<file path="src/rtl/div_ctrl.sv">
// Multi-cycle radix-2 restoring divider for MIPS DIV/DIVU in the EX stage.
// Stalls the front of the pipeline while iterating and presents HI/LO results in DONE.
module div_ctrl #(
    parameter int WIDTH = 32,
    parameter int CNT_W = 6
) (
    input  logic             clk,
    input  logic             resetn,
    input  logic             div_en,
    input  logic             div_signed,
    input  logic [WIDTH-1:0] src_a,
    input  logic [WIDTH-1:0] src_b,
    input  logic             flush,
    input  logic             pipe_hold,
    output logic             div_stall,
    output logic             res_valid,
    output logic [WIDTH-1:0] quotient,
    output logic [WIDTH-1:0] remainder
);

    typedef enum logic [1:0] {
        IDLE = 2'd0,
        CALC = 2'd1,
        DONE = 2'd2
    } state_t;

    state_t           state_q, state_d;
    logic [CNT_W-1:0] cnt_q, cnt_d;
    logic [WIDTH-1:0] rem_q, rem_d;
    logic [WIDTH-1:0] dvd_q, dvd_d;
    logic [WIDTH-1:0] dvs_q, dvs_d;
    logic [WIDTH-1:0] quo_q, quo_d;
    logic [WIDTH-1:0] rmd_q, rmd_d;
    logic             neg_quo_q, neg_quo_d;
    logic             neg_rem_q, neg_rem_d;

    logic             start;
    logic             last_iter;
    logic [WIDTH:0]   shifted;
    logic [WIDTH:0]   trial;

    assign start     = div_en && !flush;
    assign last_iter = (cnt_q == CNT_W'(WIDTH - 1));

    // NOTE: state is updated only with non-blocking assignments so every flop samples pre-edge values.
    always_ff @(posedge clk or negedge resetn) begin
        if (!resetn) begin
            state_q   <= IDLE;
            cnt_q     <= '0;
            rem_q     <= '0;
            dvd_q     <= '0;
            dvs_q     <= '0;
            quo_q     <= '0;
            rmd_q     <= '0;
            neg_quo_q <= 1'b0;
            neg_rem_q <= 1'b0;
        end else begin
            state_q   <= state_d;
            cnt_q     <= cnt_d;
            rem_q     <= rem_d;
            dvd_q     <= dvd_d;
            dvs_q     <= dvs_d;
            quo_q     <= quo_d;
            rmd_q     <= rmd_d;
            neg_quo_q <= neg_quo_d;
            neg_rem_q <= neg_rem_d;
        end
    end

    // NOTE: every comb output gets a default first so no path leaves it unassigned (no latches).
    always_comb begin
        state_d = state_q;
        case (state_q)
            IDLE:    if (start) state_d = CALC;
            CALC: begin
                if (flush)          state_d = IDLE;
                else if (last_iter) state_d = DONE;
            end
            DONE:    if (flush || !pipe_hold) state_d = IDLE;
            default: state_d = IDLE;
        endcase
    end

    // The dividend register shifts out its MSB each cycle and fills with quotient bits.
    always_comb begin
        cnt_d     = cnt_q;
        rem_d     = rem_q;
        dvd_d     = dvd_q;
        dvs_d     = dvs_q;
        quo_d     = quo_q;
        rmd_d     = rmd_q;
        neg_quo_d = neg_quo_q;
        neg_rem_d = neg_rem_q;
        shifted   = {rem_q, dvd_q[WIDTH-1]};
        trial     = shifted - {1'b0, dvs_q};

        case (state_q)
            IDLE: begin
                if (start) begin
                    dvd_d     = (div_signed && src_a[WIDTH-1]) ? -src_a : src_a;
                    dvs_d     = (div_signed && src_b[WIDTH-1]) ? -src_b : src_b;
                    neg_quo_d = div_signed && (src_a[WIDTH-1] ^ src_b[WIDTH-1]);
                    neg_rem_d = div_signed && src_a[WIDTH-1];
                    rem_d     = '0;
                    cnt_d     = '0;
                end
            end
            CALC: begin
                if (!flush) begin
                    dvd_d = {dvd_q[WIDTH-2:0], !trial[WIDTH]};
                    rem_d = trial[WIDTH] ? shifted[WIDTH-1:0] : trial[WIDTH-1:0];
                    cnt_d = cnt_q + CNT_W'(1);
                    if (last_iter) begin
                        quo_d = neg_quo_q ? -dvd_d : dvd_d;
                        rmd_d = neg_rem_q ? -rem_d : rem_d;
                    end
                end
            end
            default: ;
        endcase
    end

    // Stall is gated by resetn so it reads 0 while reset is asserted, whatever the inputs.
    always_comb begin
        div_stall = resetn && (((state_q == IDLE) && start) || ((state_q == CALC) && !flush));
        res_valid = (state_q == DONE);
        quotient  = quo_q;
        remainder = rmd_q;
    end

endmodule

</file>
<file path="config.mk">
export PLATFORM = sky130hd
export DESIGN_NAME = div_ctrl
export DESIGN_NICKNAME = d
export VERILOG_FILES = /design/src/rtl/div_ctrl.sv
export SDC_FILE = /design/constraint.sdc
export NUM_CORES = 1
export LEC_CHECK = 0
export BUFFER_PORTS_ARGS = -buffer_cell sky130_fd_sc_hd__buf_2
export CELL_PAD_IN_SITES_DETAIL_PLACEMENT = 0
export CELL_PAD_IN_SITES_GLOBAL_PLACEMENT = 1
export CORE_MARGIN = 2
export CORE_UTILIZATION = 32
export DETAILED_ROUTE_END_ITERATION = 10
export PLACE_DENSITY = 0.7
export SYNTH_ARGS = -nofsm -noshare
export SYNTH_HDL_FRONTEND = slang
export SYNTH_SLANG_ARGS = --single-unit
</file>
<file path="constraint.sdc">
create_clock -name clk -period 7 [get_ports clk]
set_input_delay 0.7 -clock clk [delete_from_list [all_inputs] [get_ports clk]]
set_output_delay 0.7 -clock clk [all_outputs]
set_load 0.02 [all_outputs]
</file>
### After elaboration in Yosys (flattened, before gate mapping)

Cells that the tools add are included.

* logic and storage cells: 61
* register bits: 170

* reductions and logical operators: 18
* $add $sub $neg: 6
* eq/ne operators: 7
* bitwise gates (word level): 2
* mux-type cells: 19

Operators with widths (number)
* 2-to-1 mux 32 bit: 9
* negation 32 bit: 4
* case mux 32 bit (2 select lines): 2
* subtractor 33 x 32 -> 33 bit: 1
* 2-to-1 mux 6 bit: 2
* case mux 6 bit (2 select lines): 1
* AND reduction 3 bit: 3
* 2-to-1 mux 2 bit: 4
* logical AND 1 bit: 7
* adder 6 x 1 -> 6 bit (second input constant): 1
* equality test 6 x 5 -> 1 bit (second input constant): 1
* case mux 2 bit (3 select lines): 1
* inequality test 2 bit (second input constant): 2
* logical NOT 1 bit: 3
* inequality test 3 bit (second input constant): 1
* equality test 2 x 1 -> 1 bit (second input constant): 1
* equality test 2 bit (second input constant): 1
* logical NOT 2 bit: 1
* logical OR 1 bit: 2
* inequality test 2 x 1 -> 1 bit (second input constant): 1
* AND reduction 2 bit: 1
* nonzero test 2 bit: 1
* NOT 1 bit: 1
* XOR 1 bit: 1

### Depth between registers and ports, before layout

Gate-level depths: netlist of run 1.

* depth in word-level cells: 5
* mapped depth: 24

### Least setup slack after synthesis of run 1

OpenSTA, ideal clock, no wires.

* path kind: register to register
* from: register dvd_q[31]
* to: register rmd_q[26] (netlist: remainder[26])
* setup time: 0.121 ns
* path buffers: 3
* slack: 1.964 ns
* required time: 6.879 ns
* period minus slack after synthesis: 5.036 ns
* stages on the path, launching flop included: 25
* arrival: 4.915 ns
* cell sequence: dfrtp_1 inv_1 ha_1 fa_1 nand2b_1 a21oi_2 a21oi_2 o221ai_2 a41oi_1 xnor2_1 buf_6 inv_2 buf_2 buf_1 nor2_1 a21oi_1 ha_1 nand2b_1 or2_2 or3_1 mux2i_1 o221ai_1 o31ai_1 xnor2_1 o21ai_1

* word-level cells in the longest chain between the ends: 4

Ends and longest elaborated chain
* start: declaration: RTL line 30 `logic [WIDTH-1:0] dvd_q, dvd_d;`
* start signal: assignment: RTL line 61 `dvd_q <= dvd_d;`
* subtractor 33 x 32 -> 33 bit: RTL line 95 `trial = shifted - {1'b0, dvs_q};`
* 2-to-1 mux 32 bit (*): RTL line 111 `rem_d = trial[WIDTH] ? shifted[WIDTH-1:0] : trial[WIDTH-1:0];`
* negation 32 bit: RTL line 115 `rmd_d = neg_rem_q ? -rem_d : rem_d;`
* 2-to-1 mux 32 bit (*): RTL line 115
* end signal: assignment: RTL line 64 `rmd_q <= rmd_d;`
* end: declaration: RTL line 33 `logic [WIDTH-1:0] rmd_q, rmd_d;`

Every way passes the cells marked *; elsewhere a longest branch is shown, timed or not.
A chain may end at the register's enable or synchronous reset.

### Worst setup path in the final report of run 1

Ends and elaborated chain as after synthesis.

==> flow_summary.yaml, run 1 <==
outcome:
  status: "finished clean"
clock_tree:
  cts_tree: "built"
  numCtsBuffers: 17
  ctsHoldBuffers: 0
  root_buffer: "clkbuf_16"
  cts_setup_buffers: 0
  cts.sinks: 170
  ctsResizeCount: 0
  clk_path_buf_depth: 2
  clk_pin_slew_worst_paths_ns: 0.07
  htree_levels: 4
  clk_latency_ns: 0.44
power:
  leakagePower_nw: 6.02
  power_w: 0.00528
  power.density_nw_per_um2: 384
  ir_drop_mv: 0.222
routing:
  vias: 11000
  drt_iter0_drc: 930
  wl_per_cell_um: 17.8
  drtAntennaViolNets: 0
  viasPerCell: 5.21
  dr.pass1.iters: 5
  wl_um: 37600
  drc: 0
grt:
  grt_overflow: 0
  grt_usage_pct: 19.4
  antenna_found_initial: 2
  first_global_vias: 10200
  grt_pass1_wl_um: 59700
  grt_max_degree: 129
worst_setup_path:
  critical_path_arrival_ns: 5.82
  r2r_start: "dvd_q[31]"
  required_ns: 7.29
  crit_fanout: 36
  critPathKind: "reg -> reg"
  start_kind: "register"
  cp-startpoint: "dvd_q[31]"
  end_kind: "register"
logic_synthesis:
  ys_ff_latch: 170
  ys_seq_area_share_pct: 35.3
  synth_nets: 1607
  avgSynthCellArea_um2: 8.04
  synth_compound_gate_area_share_pct: 22.8
  synth_top_family_by_area: "compound AO/OA/AOI/OAI gates"
  synth_edf_count: 0
  synth-simple-area-share_pct: 20.7
  synth.cell_area_um2: 12000
  synthMuxAreaShare_pct: 2.45
  postSynthCellCount: 1499
  yosys.area_share.adder_pct: 4.01
  ys_types: 83
  async_flop_share_pct: 100
  synth_xor_area_share_pct: 9.81
  synthFlopType: "dfrtp_1"
  yosysWarningCount: 0
timing:
  max_freq_ghz: 0.181
  period_share_pct: 79.0
  grt_setup_unrepaired: "false"
  drv_slew: 0
  period_needed_ns: 5.53
  hold_viol: 0
  tightest_slew_ns: 1.16
  worst_clock_skew_ns: 0.0110
  setup_tns_ns: 0
  fin_ws_ns: 1.47
  slew-limit-headroom_pct: 22.6
  setup_viol: 0
floorplan:
  dieArea_um2: 39200
  die_w_um: 198
  fp.dieH_um: 198
  start_util_pct: 32.2
  io_pins: 136
  core_area_um2: 37400
  rows: 71
placement:
  numPortBuffers: 135
  place_area_um2: 13100
  dp_slack_ns: 1.52
  routabilityCongestion: 0.880
  hpwl_um: 29100
run:
  maxCapViolCount: 0
layout:
  multi_input_area_um2: 7230
  layout-drive-gt1-share_pct: 13.7
  nNetsFinal: 1693
  seqCellArea_um2: 4250
  area.growth.synth_to_final_pct: 14.0
  antenna_cells: 0
  post-route-util_pct: 36.7
  n_fill_cell: 3937
  fin_area_um2: 13700
min_path:
  hold_path.class: "in -> async"
[cell type report]
type	count	area share (%)
Timing Repair Buffer	148	5.68
Sequential cell	170	31.0
Clock inverter	13	1.37
Clock buffer	18	3.20
Multi-Input combinational cell	1194	52.6
Tap cell	511	4.66
Inverter	54	1.48
[sequential cells by signal (all words and copies together), names as in the netlist]
signal	flops
dvd_q	32
cnt_q	6
neg_rem_q	1
quotient	32
remainder	32
rem_q	32
dvs_q	32
neg_quo_q	1
state_q	2
[Yosys cell counts, types with 7 or more instances]
library cell	number	share of area [%]
nand3_1	18	0.75
dfrtp_1	170	35
nor4_1	16	0.83
nor3_1	41	1.7
o21ai_1	8	0.33
nand2b_1	10	0.52
xor2_1	67	4.9
o22ai_1	8	0.42
clkbuf_1	52	1.6
xnor2_1	68	4.9
or4_1	12	0.75
and3_1	10	0.52
inv_1	53	1.7
nand2_1	236	7.4
buf_4	7	0.44
mux2i_1	25	2.1
a211oi_1	9	0.56
o21ai_0	213	8.8
o31ai_1	22	1.4
nand4_1	18	0.93
nor2b_1	7	0.36
nor2_1	112	3.5
a21oi_1	101	4.2
a21o_1	9	0.56
buf_1	7	0.22
or3_1	25	1.3
a31oi_1	11	0.57
o21a_1	8	0.50
o41ai_1	10	0.73
and2_1	7	0.36
or2_2	8	0.42
ha_1	37	3.8
[stage by stage]
stage          instances  hold WS [ns]
6_report            2108         0.303
5_1_grt             2108         0.363
4_1_cts             2108         0.334
3_5_place_dp        2077         0.465
3_3_place_gp        2077         0.460
2_1_floorplan       1499         0.404
[report_power, final]
group          total, W  switching, W  internal [W]
clock           0.00103      0.000451      0.000582
sequential      0.00136      0.000224       0.00113
combinational   0.00289       0.00185       0.00104
[worst paths after layout]
check                                     end  slack (ns)  depth (start not counted)
worst max-delay path            remainder[26]        1.47                         21
worst max register to register  remainder[26]        1.47                         21
worst min register to register   quotient[25]        0.47                          2
max in group asynchronous            dvs_q[5]        4.84                          3
worst min-delay path                dvd_q[16]        0.30                          1
min in group clk                 quotient[25]        0.47                          2
[metal layers]
metal  part of all wire, %  vias to the layer above  GRT usage, %
met5                 0.035                        -             0
met1                    54                     5211          31.7
li1                      -                     5492             -
met4                  0.50                        2          3.12
met3                   5.7                       16          3.42
met2                    39                      272          26.3
[cell usage in the layout (no fill, tap or decap), types with 11 or more instances in the layout]
cell type	count
a21oi_1	101
a31oi_1	11
buf_2	134
buf_4	13
clkbuf_16	17
dfrtp_1	170
ha_1	37
inv_1	53
mux2i_1	25
nand2_1	235
nand3_1	18
nand4_1	18
nor2_1	111
nor3_1	41
nor4_1	16
o21ai_0	213
o31ai_1	22
or3_1	25
or4_1	12
xnor2_1	67
xor2_1	67
[critical path: stages (launching register included)]
cell and delay, ns:
dfrtp_1 0.39, inv_1 0.06, ha_1 0.21, fa_1 0.45
nand2b_1 0.25, a21oi_2 0.22, a21oi_2 0.13, o221ai_2 0.33
a41oi_1 0.22, xnor2_2 0.18, inv_2 0.52, nor2_1 0.08
a21oi_1 0.26, ha_1 0.28, nand2b_1 0.11, or2_2 0.31
or3_1 0.37, mux2i_1 0.16, o221ai_1 0.27, o31ai_1 0.35
xnor2_1 0.15, o21ai_1 0.07
[logic make-up after synthesis]
family,after synthesis
compound gates,455
flops,170
buf+inv,135
mux,29
fa+ha+maj,38
simple gates,537
xor+xnor,135
Note: power is estimated with default switching activity, not from simulation.
==> run 2: changes to the inputs <==
==> constraint.sdc (replaced) <==
create_clock -name clk -period 5.15 [get_ports clk]
set_input_delay 0.515 -clock clk [delete_from_list [all_inputs] [get_ports clk]]
set_output_delay 0.515 -clock clk [all_outputs]
set_load 0.02 [all_outputs]
==> flow_summary.yaml, run 2 (same netlist as run 1, synthesis figures left out) <==
outcome:
  status: "finished clean"
grt:
  grt_pass1_wl_um: 60200
  antenna_found_initial: 3
  grt_usage_pct: 19.6
  grt_overflow: 0
  first_global_vias: 10300
  grt_max_degree: 129
timing:
  holdWs_ns: 0.0792
  tightest_slew_ns: 1.21
  worst_clock_skew_ns: 0.0106
  drv_slew: 0
  period_share_pct: 93.0
  max_freq_ghz: 0.209
  setup_viol: 0
  grt_setup_unrepaired: "false"
  hold_viol: 0
  setup_tns_ns: 0
  period_needed_ns: 4.79
  slew-limit-headroom_pct: 19.4
routing:
  viasPerCell: 5.20
  drt_iter0_drc: 820
  drc: 0
  wl_um: 37900
  dr.pass1.iters: 5
  drtAntennaViolNets: 0
  wl_per_cell_um: 17.9
  vias: 11000
clock_tree:
  ctsHoldBuffers: 0
  cts_setup_buffers: 0
  clk_path_buf_depth: 2
  htree_levels: 4
  clk_latency_ns: 0.44
  cts_tree: "built"
  numCtsBuffers: 17
  root_buffer: "clkbuf_16"
  cts.sinks: 170
  clk_pin_slew_worst_paths_ns: 0.07
  ctsResizeCount: 0
placement:
  place_area_um2: 13200
  routabilityCongestion: 0.888
  hpwl_um: 29400
  numPortBuffers: 135
  dp.cells: 2088
min_path:
  hold_path.class: "in -> async"
floorplan:
  die_w_um: 198
  fp.dieH_um: 198
  io_pins: 136
  start_util_pct: 32.2
  dieArea_um2: 39200
  rows: 71
  core_area_um2: 37400
worst_setup_path:
  critPathKind: "reg -> reg"
  end_kind: "register"
  start_kind: "register"
  r2r_start: "dvd_q[31]"
  reg2reg_depth: 21
  r2r_setup_slack_ns: 0.36
  required_ns: 5.44
  cp-startpoint: "dvd_q[31]"
  r2r-end: "remainder[26]"
  crit_fanout: 5
  critical_path_arrival_ns: 5.08
power:
  power.density_nw_per_um2: 524
  leakagePower_nw: 6.05
  ir_drop_mv: 0.232
  power_w: 0.00722
layout:
  area.growth.synth_to_final_pct: 14.4
  nNetsFinal: 1704
  fin_area_um2: 13800
  stdcell_count: 2120
  final_cell_mix: "nand2_1 (235), o21ai_0 (213), dfrtp_1 (170), buf_2 (134), nor2_1 (111)"
  layout-drive-gt1-share_pct: 14.2
  layout_commonest_cell: "nand2_1"
run:
  maxCapViolCount: 0
[run 2: changes by cell type in the layout (fill, tap and decap cells not counted), sizes merged]
cell / delta
clkbuf: +1
buf: +11
diode: +1
bufinv: -1
clkinvlp: +2
inv: -2
[run 2: how the worst max path moves through the flow]
stage,cells past startpoint,endpoint,slack [ns]
5_1_grt,21,remainder[26],0.009
3_5_place_dp,21,remainder[26],0.31
3_3_place_gp,21,remainder[26],0.43
6_report,21,remainder[26],0.36
2_1_floorplan,24,remainder[26],0.11
4_1_cts,21,remainder[26],0.29
[run 2: per-layer routing]
metal	GRT usage [%]	vias up	routed length [um]
li1	-	5516	-
met1	31.6	5208	20400
met2	26.6	273	15100
met3	3.88	22	2030
met4	3.70	2	352
met5	0	-	13
[run 2: worst max-delay path, cell delays in order (launching register included)]
cell and delay (ns):
dfrtp_1 0.40, inv_1 0.06, ha_1 0.21, fa_1 0.44, nand2b_1 0.25, a21oi_2 0.24
a21oi_2 0.12, o221ai_2 0.22, a41oi_1 0.21, xnor2_2 0.19, inv_2 0.10, nor2_1 0.04
a21oi_1 0.20, ha_1 0.26, nand2b_1 0.11, or2_2 0.31, or3_1 0.37, mux2i_1 0.19
o221ai_2 0.18, o31ai_1 0.28, xnor2_1 0.17, o21ai_1 0.07
[run 2: power breakdown]
part / switching (W) / total (W) / leakage [nW] / internal (W)
combinational: 0.00256 / 0.00404 / 3.52 / 0.00149
sequential: 0.000307 / 0.00185 / 2.26 / 0.00154
clock: 0.000591 / 0.00132 / 0.272 / 0.000731
[run 2: stage by stage]
| stage | util (%) | worst slack (ns) |
|---|---|---|
| finish | 36.9 | 0.361 |
| global route | 36.8 | 0.00883 |
| CTS | 36.8 | 0.291 |
| detailed placement | 35.3 | 0.313 |
| global placement | 35.3 | 0.428 |
| floorplan | - | 0.114 |
[run 2: final cells by class]
cell class,instances,area [um^2]
fill,3919,23600
multi-input combinational,1194,7240
sequential,170,4250
timing repair buffer,159,862
tap,511,639
clock buffer,19,443
inverter,54,203
clock inverter,12,143
antenna,1,2.50
==> run 3: changes to the inputs <==
--- a/config.mk
+++ b/config.mk
@@ -11,7 +11,7 @@
 export CORE_MARGIN = 2
 export CORE_UTILIZATION = 32
 export DETAILED_ROUTE_END_ITERATION = 10
-export PLACE_DENSITY = 0.7
+export PLACE_DENSITY = 0.71
 export SYNTH_ARGS = -nofsm -noshare
 export SYNTH_HDL_FRONTEND = slang
 export SYNTH_SLANG_ARGS = --single-unit
==> flow_summary.yaml, run 3 (same netlist as run 1, synthesis figures left out) <==
outcome:
  status: "finished with violations"
  violations: "hold timing"
worst_setup_path:
  critPathBufInv: 2
  r2r-end: "remainder[26]"
  max_stage_delay_ns: 0.44
  critical_path_arrival_ns: 5.00
  r2r_setup_slack_ns: 0.45
  crit_fanout: 6
  cp_top_family: "compound AO/OA/AOI/OAI gates"
  start_kind: "register"
  worstPathCellList: "inv_1, ha_1, fa_1, nand2b_1, a21oi_2, a21oi_2, o221ai_2, a41oi_1, xnor2_2, inv_2, nor2_1, a21oi_1, ha_1, nand2b_1, or2_2, or3_1, mux2i_1, o221ai_2, o31ai_1, xnor2_1, o21ai_1"
  path_depth: 21
  critPathKind: "reg -> reg"
  end_kind: "register"
  endpoint: "remainder[26]"
  cp-startpoint: "dvd_q[31]"
  r2r_start: "dvd_q[31]"
  worst_path_max_delay_cell: "fa_1"
  reg2reg_depth: 21
  required_ns: 5.45
clock_tree:
  ctsHoldBuffers: 0
  cts_tree: "built"
  cts.sinks: 170
  htree_levels: 4
  numCtsBuffers: 17
  clk_path_buf_depth: 2
  clk_latency_ns: 0.46
  clk_pin_slew_worst_paths_ns: 0.07
  root_buffer: "clkbuf_16"
timing:
  period_needed_ns: 4.70
  max_freq_ghz: 0.213
  slew-limit-headroom_pct: 22.7
  worst_clock_skew_ns: 0.0134
  holdWs_ns: -0.00181
  period_share_pct: 91.2
  drv_slew: 0
  tightest_slew_ns: 1.16
  setup_viol: 0
  setup_tns_ns: 0
  grt_setup_unrepaired: "false"
  hold_viol: 1
placement:
  dp.cells: 2084
  numPortBuffers: 135
  routabilityCongestion: 0.868
  hpwl_um: 29000
  place_area_um2: 13200
layout:
  layout_commonest_cell: "nand2_1"
  area.growth.synth_to_final_pct: 13.9
  n_fill_cell: 3917
  layout-drive-gt1-share_pct: 14.1
  nNetsFinal: 1700
  stdcell_count: 2117
  final_cell_mix: "nand2_1 (235), o21ai_0 (213), dfrtp_1 (170), buf_2 (134), nor2_1 (111)"
  fin_area_um2: 13700
grt:
  grt_max_degree: 129
  grt_usage_pct: 19.6
  grt_overflow: 0
  antenna_found_initial: 0
  first_global_vias: 10600
  grt_pass1_wl_um: 59900
routing:
  wl_per_cell_um: 17.6
  wl_um: 37400
  dr.pass1.iters: 5
  drt_iter0_drc: 824
  drc: 0
  drtAntennaViolNets: 0
  vias: 11000
  viasPerCell: 5.18
floorplan:
  rows: 71
  io_pins: 136
  die_w_um: 198
  core_area_um2: 37400
  start_util_pct: 32.2
  dieArea_um2: 39200
  fp.dieH_um: 198
power:
  leakagePower_nw: 6.03
  ir_drop_mv: 0.273
  power.density_nw_per_um2: 518
min_path:
  hold_path.class: "in -> async"
run:
  maxCapViolCount: 0
## run 3: changes by cell type in the layout (fill, tap and decap cells not counted), sizes merged
cell	delta
inv	+9
clkinvlp	-2
bufinv	-2
buf	-4
clkbuf	-1
clkinv	-4
diode	+1
## run 3: how the worst min path moves through the flow
stage	from	to	slack (ns)
after floorplan	resetn	cnt_q[0]	0.22
after global placement	quotient[26]	quotient[26]	0.46
after detailed placement	quotient[26]	quotient[26]	0.47
after CTS	resetn	dvd_q[16]	0.01
after global routing	resetn	dvd_q[16]	0.02
final	resetn	dvd_q[16]	-0.002
## run 3: metal layers
layer | part of all wire [%] | GRT usage, % | wire length [um] | vias to the layer above
met2 | 40 | 26.8 | 14800 | 252
met1 | 54 | 31.2 | 20200 | 5186
met3 | 5.0 | 2.90 | 1850 | 25
li1 | - | - | - | 5509
met5 | 0 | 0 | 0 | -
met4 | 1.4 | 5.15 | 533 | 0
## run 3: repair_timing
item,4_1_cts,5_1_grt
setup endpoints to repair,0,3
gates resized for setup,0,1
buffers inserted,0,0
## run 3: report_power, final
group / switching, W / leakage [nW] / internal [W]
clock network: 0.000636 / 0.273 / 0.000651
registers: 0.000306 / 2.26 / 0.00154
logic: 0.00250 / 3.50 / 0.00147
total: 0.00344 / 6.03 / 0.00367
## run 3: per-stage QoR
step	setup WS (ns)	util, %	total power [W]
finish	0.453	36.7	0.00711
global route	0.0671	36.7	0.00768
CTS	0.354	36.7	0.00712
detailed placement	0.371	35.2	0.00580
global placement	0.436	35.2	0.00580
floorplan	0.114	-	0.00465
## run 3: layout make-up
type                            instances  area [um^2]  share of cell area, %
Clock inverter                         13          121                  0.884
Inverter                               54          203                   1.48
Timing Repair Buffer                  155          832                   6.06
Multi-Input combinational cell       1194         7240                   52.7
Sequential cell                       170         4250                   31.0
Antenna cell                            2         5.00                 0.0365
Clock buffer                           18          439                   3.20
Tap cell                              511          639                   4.66
## run 3: worst register-to-register path, stage by stage, from the launching register on
cell	delay, ns
dfrtp_1	0.40
inv_1	0.06
ha_1	0.21
fa_1	0.44
nand2b_1	0.25
a21oi_2	0.23
a21oi_2	0.11
o221ai_2	0.23
a41oi_1	0.20
xnor2_2	0.19
inv_2	0.11
nor2_1	0.05
a21oi_1	0.17
ha_1	0.20
nand2b_1	0.09
or2_2	0.31
or3_1	0.38
mux2i_1	0.20
o221ai_2	0.18
o31ai_1	0.31
xnor2_1	0.15
o21ai_1	0.07
